==> src/rtl/rng_dist_fifo.sv <==
// TRNG-to-sampler distribution buffer: parses framed TRNG words and deals each
// payload into one of NCH show-ahead channel FIFOs with round-robin or most-starved fill.
module rng_dist_fifo #(
    parameter int unsigned NCH       = 8,
    parameter int unsigned DW        = 32,
    parameter int unsigned DEPTH     = 8,
    parameter bit          HDR_EN    = 1'b1,
    parameter logic [31:0] SYNC0     = 32'h00000071,
    parameter logic [31:0] SYNC1     = 32'h0280f76b,
    parameter bit          FILL_MODE = 1'b0,
    localparam int unsigned LW       = $clog2(DEPTH + 1)
) (
    input  logic              clk_sample,
    input  logic              rst,
    input  logic              in_valid,
    input  logic [DW-1:0]     in_data,
    output logic              in_ready,
    input  logic [NCH-1:0]    out_rd,
    output logic [NCH-1:0]    out_valid,
    output logic [NCH*DW-1:0] out_data,
    output logic [NCH*LW-1:0] out_level,
    output logic [NCH-1:0]    rd_err
);

    localparam int unsigned AW = $clog2(DEPTH);
    localparam int unsigned CW = (NCH > 1) ? $clog2(NCH) : 1;
    localparam logic [LW-1:0] FULL = LW'(DEPTH);
    localparam logic [DW-1:0] S0 = DW'(SYNC0);
    localparam logic [DW-1:0] S1 = DW'(SYNC1);

    typedef enum logic [1:0] {HUNT0, HUNT1, PAYLOAD} state_t;
    localparam state_t RST_STATE = HDR_EN ? HUNT0 : PAYLOAD;

    state_t state, state_nxt;

    logic [DW-1:0] mem    [NCH][DEPTH];
    logic [AW-1:0] wr_ptr [NCH];
    logic [AW-1:0] rd_ptr [NCH];
    logic [LW-1:0] level  [NCH];
    logic [CW-1:0] rr;

    logic [CW-1:0]  target;
    logic [CW-1:0]  idx_c;
    logic [LW-1:0]  best;
    logic           any_space;
    logic           accept;
    logic           wr_en;
    logic [NCH-1:0] wr_vec;
    logic [NCH-1:0] pop_vec;

    // Target choice uses only registered levels, so a same-cycle pop never frees a full channel.
    always_comb begin
        target    = '0;
        idx_c     = '0;
        best      = FULL;
        any_space = 1'b0;
        if (!FILL_MODE) begin
            for (int unsigned k = 0; k < NCH; k++) begin
                idx_c = CW'((32'(rr) + k) % NCH);
                if (!any_space && level[idx_c] != FULL) begin
                    any_space = 1'b1;
                    target    = idx_c;
                end
            end
        end else begin
            for (int unsigned c = 0; c < NCH; c++) begin
                if (level[CW'(c)] < best) begin
                    best      = level[CW'(c)];
                    target    = CW'(c);
                    any_space = 1'b1;
                end
            end
        end
    end

    always_comb begin
        in_ready  = !rst && ((state != PAYLOAD) || any_space);
        accept    = in_valid && in_ready;
        wr_en     = accept && (state == PAYLOAD);
        state_nxt = state;
        if (!HDR_EN) begin
            state_nxt = PAYLOAD;
        end else if (accept) begin
            case (state)
                HUNT0:   if (in_data == S0) state_nxt = HUNT1;
                HUNT1:   if (in_data == S1) state_nxt = PAYLOAD;
                default: state_nxt = HUNT0;
            endcase
        end
        for (int unsigned c = 0; c < NCH; c++) begin
            wr_vec[c]  = wr_en && (target == CW'(c));
            pop_vec[c] = out_rd[c] && (level[CW'(c)] != '0);
        end
    end

    always_ff @(posedge clk_sample) begin
        if (rst) state <= RST_STATE;
        else     state <= state_nxt;
    end

    always_ff @(posedge clk_sample) begin
        for (int unsigned c = 0; c < NCH; c++) begin
            if (wr_vec[c]) mem[CW'(c)][wr_ptr[CW'(c)]] <= in_data;
        end
    end

    always_ff @(posedge clk_sample) begin
        if (rst) begin
            rr     <= '0;
            rd_err <= '0;
            for (int unsigned c = 0; c < NCH; c++) begin
                wr_ptr[CW'(c)] <= '0;
                rd_ptr[CW'(c)] <= '0;
                level[CW'(c)]  <= '0;
            end
        end else begin
            if (wr_en) rr <= (target == CW'(NCH - 1)) ? '0 : target + 1'b1;
            for (int unsigned c = 0; c < NCH; c++) begin
                if (wr_vec[c])  wr_ptr[CW'(c)] <= wr_ptr[CW'(c)] + 1'b1;
                if (pop_vec[c]) rd_ptr[CW'(c)] <= rd_ptr[CW'(c)] + 1'b1;
                if (out_rd[c] && level[CW'(c)] == '0) rd_err[c] <= 1'b1;
                level[CW'(c)] <= level[CW'(c)] + LW'(wr_vec[c]) - LW'(pop_vec[c]);
            end
        end
    end

    always_comb begin
        out_valid = '0;
        out_data  = '0;
        out_level = '0;
        for (int unsigned c = 0; c < NCH; c++) begin
            out_valid[c]           = (level[CW'(c)] != '0);
            out_data[c*DW +: DW]   = mem[CW'(c)][rd_ptr[CW'(c)]];
            out_level[c*LW +: LW]  = level[CW'(c)];
        end
    end

endmodule

==> config.mk <==
export PLATFORM = sky130hd
export DESIGN_NAME = rng_dist_fifo
export DESIGN_NICKNAME = d
export VERILOG_FILES = /design/src/rtl/rng_dist_fifo.sv
export SDC_FILE = /design/constraint.sdc
export NUM_CORES = 2
export LEC_CHECK = 0
export ABC_AREA = 1
export CAP_MARGIN = 20
export CORE_UTILIZATION = 35
export CTS_BUF_LIST = sky130_fd_sc_hd__clkbuf_4 sky130_fd_sc_hd__clkbuf_8
export DETAILED_ROUTE_END_ITERATION = 8
export GPL_ROUTABILITY_DRIVEN = 1
export SYNTH_ARGS = -nofsm -noshare
export SYNTH_HDL_FRONTEND = slang
export SYNTH_SLANG_ARGS = --single-unit
==> constraint.sdc <==
create_clock -name clk_sample -period 6 [get_ports clk_sample]
set_input_delay 1.8 -clock clk_sample [delete_from_list [all_inputs] [get_ports clk_sample]]
set_output_delay 1.8 -clock clk_sample [all_outputs]
set_load 0.03 [all_outputs]
==> qor.yml <==
outcome: "finished, final reports clean"
worstPathArrival_ns: 3.98
critical_path_class: "flop to output pin"
ys_warn_count: 0
top_layer: "met5"
post_cts_buffers: 0
final_max_slew_viol_count: 0
clk_path_buf_depth: 4
wire_per_inst_um: 23.6
timing.final.crit_share_pct: 96.4
tightest_slew_ns: 1.05
syn_nets: 6906
final.min_clock_period_ns: 5.78
ir_drop_mv: 0.267
yosys.area.top_type: "edfxtp_1"
die_h_um: 495
clock_latency_ns: 1.09
setup_slack_ns: 0.218
hold_buffers: 0
setup_viol: 0
wl_met2_um: 118000
routed_wl_um: 253000
place_congestion: 0.869
die_w_um: 495
ys_types: 43
synth_ff_type: "edfxtp_1"
relSlewSlack_pct: 29.8
place_area_um2: 93200
clock_skew_ns: 0.136
multi_input_area_um2: 19400
routed_via_density: 5.19
hpwl_um: 147000
ant_nets: 0
clock-root-buffer: "clkbuf_8"
syn-cell-area_um2: 85200
grt_pass1_wl_um: 364000
hold_slack_ns: 0.480
grt_max_degree: 131
htreeDepth: 5
place.port_buffers: 347
nNetsFinal: 7401
cts_buffers: 369
cts.sinks: 2144
setup_tns_ns: 0
critPathLaunchType: "flop"
final_core_util_pct: 41.6
fillerInstances: 22174
max_freq_mhz: 173
reg2regPathDepth: 24
first_pass_iters: 6
synthTopCellsByArea: "edfxtp_1, nor2_1, o21ai_0"
synth_top_cell_area_share_pct: 73.9
synth_edf_count: 2096
powerDensity_nw_per_um2: 434
avgSynthCellArea_um2: 12.5
cp-end-kind: "output pin"
wl_met1_um: 106000
ios: 348
finish.instance_area_um2: 100000
rsz0062_at_grt: "no"
rows: 180
track_usage_pct: 20.2
yosysMostFrequentCell: "edfxtp_1"
core_area_um2: 241000
cellLeakagePower_nw: 33.4
whs_path_depth: 1
hold_viol_final: 0
synth-seq-area-share_pct: 75.0
crit_required_ns: 4.20
dieArea_um2: 245000
start_util_pct: 35.3
netlist_instances: 6791
grt_pass1_vias: 54195
hold_path.class: "flop to flop"
cts_tree: "built"
dp_worst_setup_slack_ns: 0.843
drive_gt1_share_pct: 11.5
ys_top_cells_by_count: "edfxtp_1, nor2_1, o21ai_0"
wl_met3_um: 17900
grt_antenna_before_repair: 24
vias: 55730
ys_seq_elements: 2144
cp_max_fo: 65
path_clk_slew_ns: 0.06
regArea_um2: 63900
drcViolationCount: 0
synthToLayoutAreaGrowth_pct: 17.9
drt_iter0_markers: 5388
synthArstFlopShare_pct: 0
grt_overflow_total: 0
maxCapViolCount: 0
==> report_power, final <==
group | switching, W | total [W] | internal, W | leakage (nW)
logic | 0.00931 | 0.0136 | 0.00429 | 10.4
registers | 0.000286 | 0.0169 | 0.0166 | 19.3
clock network | 0.00577 | 0.0130 | 0.00726 | 3.74
total | 0.0154 | 0.0435 | 0.0282 | 33.4
==> path summary, 6_finish.rpt <==
check	slack (ns)	end	from
min	0.48	rd_err[7]	rd_err[7]
max reg2reg	0.91	mem[1][919]	rr[0]
min reg2reg	0.48	rd_err[7]	rd_err[7]
max	0.22	out_data[93]	rd_ptr[0][7]
==> critical path, stage by stage (launching register included) <==
cell             delay, ns
edfxtp_1              0.39
buf_4                 0.65
o21ai_0               0.20
o22ai_1               0.21
nor2_1                0.08
a31oi_1               0.63
clkdlybuf4s50_1       0.80
==> metrics by stage <==
step,cells,total power (W)
floorplan,6791,0.0250
global placement,10099,0.0308
detailed placement,10099,0.0309
CTS,10727,0.0440
global route,10733,0.0455
finish,10738,0.0435
==> layout make-up <==
type / count / share of cell area (%)
Timing Repair Buffer: 522 / 5.15
Antenna cell: 10 / 0.0249
Multi-Input combinational cell: 4043 / 19.3
Tap cell: 3185 / 3.97
Sequential cell: 2144 / 63.6
Clock buffer: 505 / 6.15
Inverter: 206 / 0.783
Clock inverter: 123 / 0.947
==> placed cells by master, fill, tap and decap left out, types with 3 or more instances in the layout <==
cell             count
edfxtp_1          2096
nor2_1            1922
o21ai_0           1042
clkbuf_8           381
clkdlybuf4s50_1    313
o22ai_1            259
a31oi_1            257
nand2_1            242
inv_1              174
buf_4              170
clkbuf_4           124
clkinv_1            80
nand3_1             71
ha_1                63
nor2_4              59
dfxtp_1             48
buf_12              37
clkinv_2            24
nand4_1             20
inv_2               19
xnor2_1             19
a21oi_1             17
bufinv_16           15
clkinvlp_4          12
diode_2             10
nor2_2               8
nand3_2              8
nor4_1               8
fa_1                 8
xor2_1               7
a211oi_1             6
o21ai_1              3
nand3b_1             3
o21a_1               3
==> sequential cells by signal, indices dropped and copies added (netlist names), named ones only <==
| register | count |
|---|---|
| wr_ptr | 24 |
| rr | 3 |
| mem | 2048 |
| rd_ptr | 24 |
| rd_err | 8 |
| level | 32 |
| state | 2 |
==> kinds of logic (layout without fill, tap and decap cells) <==
family                   after synthesis  after routing  synth area share, %
AND/OR/NAND/NOR                     2352           2352                 10.7
adder cells (fa/ha/maj)               72             72                 1.13
AO/OA/AOI/OAI                       1593           1593                 10.2
flip-flops                          2144           2144                 75.0
buffers and inverters                604           1356                 2.70
other                                  0             10                    0
XOR/XNOR                              26             26                0.267
==> what timing repair did <==
| item | 4_1_cts | 5_1_grt |
|---|---|---|
| gates resized for setup | 1 | 5 |
| cloned | 0 | 0 |
| endpoints found under the setup margin | 1 | 13 |
==> routing by layer <==
metal  vias up  track usage, %
li1      25542               -
met1     27710            27.1
met2      2020            32.4
met3       450            3.37
met4         8            8.93
met5         -               0
No activity file was read; power rests on OpenSTA's default activity.
